===== src/rtl/mux8_serializer.sv =====
// Parallel-to-serial sequencer feeding an 8:1 mux: latches a byte on LOAD/READY,
// then walks select S through all eight positions with VALID/LAST/DONE framing.
module mux8_serializer #(
  parameter bit MSB_FIRST = 1'b0
) (
  input  logic       CLK,
  input  logic       RST,
  input  logic [7:0] D,
  input  logic       LOAD,
  input  logic       STALL,
  output logic       READY,
  output logic [2:0] S,
  output logic       Y,
  output logic       VALID,
  output logic       LAST,
  output logic       DONE
);

  // Stepping by 7 in 3-bit arithmetic is a decrement, so one adder serves both orders.
  localparam logic [2:0] START_IDX = MSB_FIRST ? 3'd7 : 3'd0;
  localparam logic [2:0] STEP      = MSB_FIRST ? 3'd7 : 3'd1;

  typedef enum logic [1:0] {
    IDLE    = 2'd0,
    SHIFT   = 2'd1,
    DONE_ST = 2'd2
  } state_t;

  state_t     state_q, state_d;
  logic [7:0] shadow_q, shadow_d;
  logic [2:0] s_q, s_d;
  logic [2:0] cnt_q, cnt_d;
  logic       y_q, y_d;
  logic       valid_q, valid_d;
  logic       last_q, last_d;
  logic       done_q, done_d;
  logic       ready_q, ready_d;
  logic [2:0] s_step;

  assign s_step = s_q + STEP;

  always_ff @(posedge CLK) begin
    if (RST) begin
      state_q  <= IDLE;
      shadow_q <= '0;
      s_q      <= START_IDX;
      cnt_q    <= '0;
      y_q      <= 1'b0;
      valid_q  <= 1'b0;
      last_q   <= 1'b0;
      done_q   <= 1'b0;
      ready_q  <= 1'b1;
    end else begin
      state_q  <= state_d;
      shadow_q <= shadow_d;
      s_q      <= s_d;
      cnt_q    <= cnt_d;
      y_q      <= y_d;
      valid_q  <= valid_d;
      last_q   <= last_d;
      done_q   <= done_d;
      ready_q  <= ready_d;
    end
  end

  always_comb begin
    state_d  = state_q;
    shadow_d = shadow_q;
    s_d      = s_q;
    cnt_d    = cnt_q;
    y_d      = y_q;
    valid_d  = valid_q;
    last_d   = last_q;
    done_d   = done_q;
    ready_d  = ready_q;

    unique case (state_q)
      IDLE, DONE_ST: begin
        state_d = IDLE;
        ready_d = 1'b1;
        valid_d = 1'b0;
        last_d  = 1'b0;
        done_d  = 1'b0;
        y_d     = 1'b0;
        if (LOAD) begin
          state_d  = SHIFT;
          shadow_d = D;
          s_d      = START_IDX;
          cnt_d    = '0;
          y_d      = D[START_IDX];
          valid_d  = 1'b1;
          ready_d  = 1'b0;
        end
      end
      SHIFT: begin
        if (!STALL) begin
          s_d = s_step;
          if (cnt_q == 3'd7) begin
            // S has wrapped back to the start index, ready for the next word.
            state_d = DONE_ST;
            cnt_d   = '0;
            y_d     = 1'b0;
            valid_d = 1'b0;
            last_d  = 1'b0;
            done_d  = 1'b1;
            ready_d = 1'b1;
          end else begin
            cnt_d  = cnt_q + 3'd1;
            y_d    = shadow_q[s_step];
            last_d = (cnt_q == 3'd6);
          end
        end
      end
      default: state_d = IDLE;
    endcase
  end

  assign READY = ready_q;
  assign S     = s_q;
  assign Y     = y_q;
  assign VALID = valid_q;
  assign LAST  = last_q;
  assign DONE  = done_q;

endmodule


===== config.mk =====
export PLATFORM = sky130hd
export DESIGN_NAME = mux8_serializer
export DESIGN_NICKNAME = d
export VERILOG_FILES = /design/src/rtl/mux8_serializer.sv
export SDC_FILE = /design/constraint.sdc
export NUM_CORES = 1
export LEC_CHECK = 0
export CAP_MARGIN = 40
export CELL_PAD_IN_SITES_DETAIL_PLACEMENT = 1
export CELL_PAD_IN_SITES_GLOBAL_PLACEMENT = 2
export CORE_UTILIZATION = 28
export DETAILED_ROUTE_END_ITERATION = 12
export PLACE_DENSITY_LB_ADDON = 0.2
export REMOVE_ABC_BUFFERS = 1
export SLEW_MARGIN = 40
export SYNTH_ARGS = -nofsm -noshare
export SYNTH_HDL_FRONTEND = slang
export SYNTH_SLANG_ARGS = --single-unit

===== constraint.sdc =====
create_clock -name CLK -period 2 [get_ports CLK]
set_input_delay 0.4 -clock CLK [delete_from_list [all_inputs] [get_ports CLK]]
set_output_delay 0.4 -clock CLK [all_outputs]
set_load 0.1 [all_outputs]

==> flow_metrics.py <==
metrics = {
    "die": {
        "coreArea_sq_um": 3078,
        "row_count": 20,
        "ios": 20,
        "die_h_um": 59.08,
        "die_area_sq_um": 3490,
        "start_util_pct": 29.63,
        "die_w_um": 59.08,
    },
    "setup_path": {
        "cp.arrival_ns": 2.01,
        "cp_max_fo": 3,
        "worstPathRequired_ns": 2.21,
        "crit_type": "reg2reg",
        "r2r_start": "S[1]$_SDFFE_PP0P_",
        "crit_start": "S[1]$_SDFFE_PP0P_",
        "worst_setup_path_end_kind": "register",
        "start_kind": "register",
    },
    "power_and_ir_drop": {
        "power_leakage_uw": 0.0004784,
        "power.total_uw": 825.0,
        "ir_drop_v": 0.0002502,
        "power.density_nw_per_um2": 688.3,
    },
    "run": {
        "cap_violations": 0,
    },
    "routing": {
        "drt-total-wl_mm": 2.169,
        "drt_first_pass_iters": 3,
        "drc_errors": 0,
        "wl_per_cell_um": 12.76,
        "ant_nets": 0,
        "drt_iter0_markers": 17,
        "via_count": 769,
        "via_per_inst": 4.524,
    },
    "cts": {
        "cts_htree_levels": 1,
        "insertion_delay_ns": 0.31,
        "postCtsSetupBuffers": 0,
        "clockRootBuffer": "clkbuf_4",
        "cts_buffers": 3,
        "holdBufCountCts": 0,
        "cts_buffer_depth": 2,
        "cts_resized": 0,
        "cts_sinks": 21,
        "path_clk_slew_ns": 0.12,
        "cts_tree": "yes",
    },
    "placed_design": {
        "post-dp-hpwl_mm": 1.583,
        "io_buffer_count": 19,
        "gp_congestion": 0.6998,
        "dp_cells": 166,
        "pre_cts_ws_ns": 0.2213,
    },
    "grt": {
        "gr-total-overflow": 0,
        "antenna_found_initial": 0,
        "grtUsageTotal_pct": 14.63,
        "grt_pass1_vias": 818,
        "grt_pass1_wl_mm": 3.684,
        "grt_max_degree": 22,
    },
    "layout": {
        "nets": 143,
        "nFillCells": 384,
        "drive_above_1_share_pct": 15.08,
        "mostFrequentLayoutCell": "nand2_1",
        "layout_common_cells": "nand2_1, dfxtp_1, a21oi_1, buf_4, clkdlybuf4s50_1",
        "fin_cells": 170,
        "areaGrowthSynthToFinish_pct": 31.41,
        "diodes": 0,
    },
    "synth": {
        "seq_area_frac_synth_pct": 46.09,
        "ys_seq_elements": 21,
        "synth-edff-count": 0,
        "syn_inst": 102,
        "netlist_area_sq_um": 912.1,
        "yosysUniqueCellTypes": 24,
        "synth_ff_type": "dfxtp_1",
        "postSynthAreaPerCell_sq_um": 8.942,
        "synth_warnings": 0,
        "synthArstFlopShare_pct": 0,
    },
    "hold_path": {
        "hold_path_class": "reg2reg",
        "hold_start": "shadow_q[3]$_SDFFE_PP0P_",
    },
    "sta": {
        "slew_viol_final": 0,
        "tightestPinTransition_ns": 0.4519,
        "fmax_mhz": 557.6,
        "finalHoldViolCount": 0,
        "min_period_over_period_pct": 89.67,
        "slew_headroom_pct": 69.87,
        "clock_skew_ns": 0.005921,
        "fin_crit_ns": 1.793,
        "setup_tns_ns": 0,
        "rsz0062_at_grt": "no",
        "finalSetupViolCount": 0,
        "setup_slack_ns": 0.2066,
    },
    "status": {
        "status": "complete, no violations",
    },
}
## report_power, final
part	internal [uW]	switching, uW
Clock	78.0	138
Sequential	437	12.6
Combinational	64.1	95.0
Total	580	246
## cell usage after synthesis, drive strengths merged, types with 2 or more instances
master / number / area (sq um)
nor3b: 2 / 25.02
nor2b: 3 / 18.77
a21oi: 17 / 85.08
ha: 4 / 50.05
nand3b: 2 / 15.01
nand3: 3 / 15.01
clkbuf: 4 / 15.01
dfxtp: 21 / 420.4
mux4: 2 / 52.55
nand2b: 2 / 12.51
o21ai: 2 / 10.00
nand2: 22 / 82.58
nor2: 8 / 30.03
## area by class of cell
| cell class | count | area, sq um | share of cell area [%] |
|---|---|---|---|
| tap | 44 | 55.05 | 4.593 |
| timing repair buffer | 24 | 220.2 | 18.37 |
| clock buffer | 4 | 26.28 | 2.192 |
| inverter | 1 | 3.754 | 0.3132 |
| multi-input combinational | 76 | 473.0 | 39.46 |
| sequential | 21 | 420.4 | 35.07 |
## routing by layer
metal / vias up / global-route usage, % / share of wire (%)
met2: 14 / 25.16 / 46
met4: 0 / 7.143 / 2.2
li1: 400 / - / -
met3: 5 / 3.493 / 3.8
met1: 350 / 16.98 / 48
met5: - / 0 / 0
## final timing paths
kind,end,slack (ns),depth (start not counted)
max reg2reg,Y$_SDFFE_PP0P_,0.21,5
max,Y$_SDFFE_PP0P_,0.21,5
min,shadow_q[3]$_SDFFE_PP0P_,0.46,2
min reg2reg,shadow_q[3]$_SDFFE_PP0P_,0.46,2
## through the flow
stage / hold slack [ns] / cell area (sq um) / util (%)
after floorplan: 0.4255 / 897.1 / -
after CTS: 0.4659 / 1199 / 38.94
after global routing: 0.4885 / 1199 / 38.94
after global placement: 0.4447 / 1172 / 38.09
final: 0.4613 / 1199 / 38.94
after detailed placement: 0.4483 / 1172 / 38.09
## cell families (layout without fill, tap and decap cells)
| logic type | count (synthesis) | in the layout | share of synthesized area, % |
|---|---|---|---|
| multiplexers | 4 | 4 | 8.093 |
| XOR/XNOR | 1 | 1 | 0.9604 |
| buffers and inverters | 5 | 29 | 2.057 |
| AO/OA/AOI/OAI | 23 | 23 | 13.85 |
| AND/OR/NAND/NOR | 44 | 44 | 23.46 |
| adder cells (fa/ha/maj) | 4 | 4 | 5.487 |
| flip-flops | 21 | 21 | 46.09 |
## registers in the layout, indices dropped and copies added (netlist names)
signal    flops
cnt_q         3
S             3
DONE          1
READY         1
shadow_q      8
VALID         1
Y             1
LAST          1
state_q       2
## critical path, stage by stage (launching register included)
cell and delay [ns]:
dfxtp_1 0.35, ha_1 0.35, mux4_1 0.57, mux2_2 0.28, nand2_1 0.07, a311oi_1 0.08
Note: power is estimated with default switching activity, not from simulation.
==> RTL change 1: new RTL, same flow settings <==
The 3 states of `state_t` get a one-hot encoding in 3 bits.
--- a/src/rtl/mux8_serializer.sv
+++ b/src/rtl/mux8_serializer.sv
@@ -21,8 +21,8 @@
   localparam logic [2:0] STEP      = MSB_FIRST ? 3'd7 : 3'd1;
 
-  typedef enum logic [1:0] {
-    IDLE    = 2'd0,
-    SHIFT   = 2'd1,
-    DONE_ST = 2'd2
+  typedef enum logic [2:0] {
+    IDLE    = 3'b001,
+    SHIFT   = 3'b010,
+    DONE_ST = 3'b100
   } state_t;
 
Behaviour: no difference found for any inputs over 10 cycles, from zero or initial values and one cycle with RST high; not proved beyond that.
==> RTL change 1 against the original RTL <==
- wire length up 13%
- area after synthesis up 12%
- first-iteration DRC count up 120%
- power up 19%
- setup slack better by 0.097 ns
- count of clock-buffer cells in the layout down 1
- cell area up 13%
- utilization up 0.58 points
- sequential power up 4.9%
- combinational power up 6%
- via count up 11%
- sequential cell count up 1
==> RTL change 1: results (changes against the original RTL) <==
sta:
  fin_skew_ns: 0.00566  # -0.000257 ns
  maxSlewHeadroom_pct: 75.8  # +5.9 points
  fmax_ghz: 0.590  # +5.7%
routing:
  num_vias: 856  # +11%
  wl_met1_um: 1190  # +13%
  met3_wirelength_um: 63  # -24%
  wire_per_inst_um: 13.5  # +6.1%
  met2_length_um: 1180  # +19%
pwr:
  p_int_mw: 0.736  # +27%
  leakage_nw: 0.545  # +14%
placement:
  place_area_mm2: 0.00130  # +11%
worst_setup_path:
  reg2reg_depth: 6  # +1
  crit_fanout: 7  # +4
  slowest_stage: "dfxtp_1"
  cp_top_family: "adder cells"
  startpoint: "cnt_q[0]"
  slowest_delay_ns: 0.36  # -0.21 ns
cells_and_area:
  n_fill_cell: 418  # +8.9%
  fin_area_mm2: 0.00135  # +13%
synth:
  synth_area_per_cell_um2: 9.25  # +3.4%
  synth.area.top_cells: "dfxtp_1, mux2i_1, nor2_1, ha_1, a21oi_1"
global_route:
  grt_max_degree: 14  # -36%
  grtUsageTotal_pct: 14.1  # -0.55 points
  grt_pass1_vias: 909  # +11%
worst_hold_path:
  worstHoldStart: "LAST"
status:
  status: "completed"
RTL change 1: cell types whose count changed in the layout (fill, tap and decap cells not counted), moves of 3 or more:
cell     delta
a21oi_1     -8
nand2_1    -19
mux2i_1     +7
nor2_1      +7
inv_1       +3
a31oi_1     +4
o21ai_0     +5
RTL change 1: worst register-to-register path: stages (launching register included):
cell,delay (ns)
dfxtp_1,0.36
ha_1,0.21
ha_1,0.26
nor4bb_1,0.17
o21bai_1,0.23
a31oi_1,0.11
or2_2,0.27
RTL change 1: layout make-up:
cell class	instances	share of cell area (%)
multi-input cells	80	40.3
clock buffers	3	1.67
well taps	46	4.26
flip-flops and latches	22	32.6
repair buffers	25	17.8
clock inverters	1	2.22
inverters	4	1.11
RTL change 1: cells by family (layout without fill, tap and decap cells):
| family | count (synthesis) | after routing | share of synthesized area [%] |
|---|---|---|---|
| AO/OA/AOI/OAI | 24 | 24 | 13.7 |
| flip-flops | 22 | 22 | 43.3 |
| AND/OR/NAND/NOR | 40 | 40 | 20.9 |
| adder cells (fa/ha/maj) | 4 | 4 | 4.92 |
| buffers and inverters | 8 | 33 | 3.20 |
| multiplexers | 10 | 10 | 12.3 |
| XOR/XNOR | 2 | 2 | 1.72 |
RTL change 1: per-stage QoR:
stage,power (mW),hold WS [ns]
final,0.984,0.477
after global routing,1.04,0.525
after CTS,1.00,0.487
after detailed placement,0.653,0.468
after global placement,0.652,0.455
after floorplan,0.579,0.455
RTL change 1: power groups by stage:
stage                     registers [mW]  clock network (mW)  logic, mW
after CTS                          0.473               0.357      0.172
after floorplan                    0.518                   0     0.0607
after detailed placement           0.482                   0      0.171
after global placement             0.482                   0      0.170
final                              0.472               0.342      0.169
after global routing               0.476               0.378      0.182
==> RTL change 2: new RTL, same flow settings <==
Without the edit above. Set the parameter `MSB_FIRST` to 1'b1 (it was 1'b0).
--- a/src/rtl/mux8_serializer.sv
+++ b/src/rtl/mux8_serializer.sv
@@ -2,5 +2,5 @@
 // then walks select S through all eight positions with VALID/LAST/DONE framing.
 module mux8_serializer #(
-  parameter bit MSB_FIRST = 1'b0
+  parameter bit MSB_FIRST = 1'b1
 ) (
   input  logic       CLK,
Check against the original RTL: not equivalent (Yosys sat finds a counterexample within 4 cycles, from zero or initial values and one cycle with RST high).
==> RTL change 2 against the original RTL <==
- cell area grew 3.8%
- setup slack got worse by 0.015 ns
- count of clock-buffer cells in the layout unchanged
- non-clock buffer count unchanged
- sequential share of layout area fell by 1.3 points
- sequential cell count unchanged
- utilization grew 0.50 points
- largest power group unchanged
- combinational power decreased by 8%
- largest cell class unchanged
- synthesized cell count is 7.8% higher
- power shrank 3.0%
- maximum frequency is 0.84% lower
- critical path type unchanged
- area after synthesis is 4.9% higher
- wire length shrank 0.60%
==> RTL change 2: results (changes against the original RTL) <==
sta:
  fin_skew_ns: 0.00806  # +0.00214 ns
  worst_pin_slew_ns: 0.443  # -0.00915 ns
run:
  cap_violations: 0  # unchanged
global_route:
  grt_pass1_vias: 854  # +4.4%
  antenna_found_initial: 0  # unchanged
  grtUsageTotal_pct: 14.1  # -0.52 points
  grt_pass1_wl_um: 3750  # +1.9%
  grt_max_degree: 13  # -41%
placement:
  hpwl_um: 1630  # +3.2%
  place.gp.congestion: 0.670  # -4.3%
  port-buffer-count: 19  # unchanged
  post-place-ws_ns: 0.121  # -0.100 ns
clock_tree:
  ctsHtreeMaxLevel: 1  # unchanged
  cts.path.max_buffers: 2  # unchanged
  root_buffer: "clkbuf_4"
  post_cts_resized: 0  # unchanged
  cts_buffers: 3  # unchanged
  post_cts_buffers: 0  # unchanged
  clock_latency_ns: 0.30
  clk_pin_slew_ns: 0.12  # about the same
pwr:
  ir_drop_mv: 0.259  # +3.4%
  leakage_nw: 0.515  # +7.6%
synth:
  async_reset_ff_share_pct: 0  # unchanged
  synth_xor_area_share_pct: 2.61  # +1.7 points
  yosys.area_share.adder_pct: 6.54  # +1.0 points
  synth_common_cells: "dfxtp_1, nand2_1, a21oi_1"
  synthDistinctLibCells: 26  # +8.3%
  synth.area.top_cells: "dfxtp_1, nand2_1, a21oi_1, ha_1, mux4_1"
  synth-compound-area-share_pct: 13.5  # -0.39 points
  synth_top_family_by_area: "simple AND/OR/NAND/NOR gates"
  synth_warnings: 0  # unchanged
  synthMuxAreaShare_pct: 6.54  # -1.6 points
  synth_edf_count: 0  # unchanged
  ys_seq_area_share_pct: 43.9  # -2.2 points
routing:
  drtPass1Iterations: 3  # unchanged
  num_vias: 791  # +2.9%
  routed_wl_um: 2160  # -0.60%
  drtIter0Drc: 16  # -1
cells_and_area:
  n_antenna_cell: 0  # unchanged
  largest_reg_flops: 8  # unchanged
  drive_gt1_share_pct: 13.7  # -1.3 points
  n_fill_cell: 397  # +3.4%
  largest-register: "shadow_q"
  nNetsFinal: 149  # +4.2%
worst_setup_path:
  cp_top_family: "multiplexers"
  crit_fanout: 3  # unchanged
  slowest_delay_ns: 0.39  # -0.18 ns
  slowest_stage: "or4_1"
worst_hold_path:
  hp-class: "flip-flop to flip-flop"
status:
  status: "completed"
## RTL change 2: cell types whose count changed after synthesis, moves of 2 or more
cell / unedited run / this run
nand3b_1: 2 / 0
inv_1: 1 / 3
nand2b_1: 2 / 6
nor3_1: 0 / 4
nor3b_2: 2 / 0
or4_1: 0 / 2
o21ai_0: 1 / 3
a31oi_1: 0 / 3
a21oi_1: 17 / 13
nand2_1: 22 / 19
## RTL change 2: cells by family (layout without fill, tap and decap cells)
logic type,Yosys count,in the layout
muxes,3,3
AOI/OAI and AO/OA,23,23
and+or+nand+nor,46,46
xor gates and xnor gates,2,2
DFF,21,21
adders and majority gates,5,5
buffers and inverters,10,31
## RTL change 2: cell type report
class,instances,area (µm²),share of cell area (%)
Clock buffer,4,26.3,2.11
Sequential cell,21,420,33.8
Multi-Input combinational cell,79,498,40.0
Inverter,3,11.3,0.905
Tap cell,44,55.1,4.43
Timing Repair Buffer,24,233,18.7
## RTL change 2: worst min-delay path, cell delays in order, from the launching register on
cell	delay (ns)
dfxtp_1	0.33
nand2_1	0.05
a21oi_1	0.05
## RTL change 2: report_power, final
group	internal [mW]	switching, mW	total (mW)
Clock	0.0778	0.127	0.205
Combinational	0.0600	0.0861	0.146
Sequential	0.436	0.0131	0.449
## RTL change 2: path summary, 6_finish.rpt
path / startpoint / to / slack, ns / cells after the start
min: shadow_q[5] / shadow_q[5] / 0.46 / 2
max reg2reg: S[0] / Y / 0.19 / 6
min reg2reg: shadow_q[5] / shadow_q[5] / 0.46 / 2
max: S[0] / Y / 0.19 / 6
## RTL change 2: metal layers
metal  part of all wire (%)  vias up  track usage (%)
met1                     47      359             16.7
met2                     48       15             24.6
li1                       -      415                -
met5                      0        -                0
met3                    3.8        2             2.56
met4                   0.93        0             6.82
## RTL change 2: per-stage QoR
| step | std cells | total power [mW] | setup TNS, ns |
|---|---|---|---|
| after global routing | 175 | 0.853 | 0 |
| final | 175 | 0.801 | 0 |
| after floorplan | 103 | 0.540 | -0.629 |
| after detailed placement | 171 | 0.607 | 0 |
| after CTS | 175 | 0.816 | 0 |
| after global placement | 171 | 0.604 | 0 |
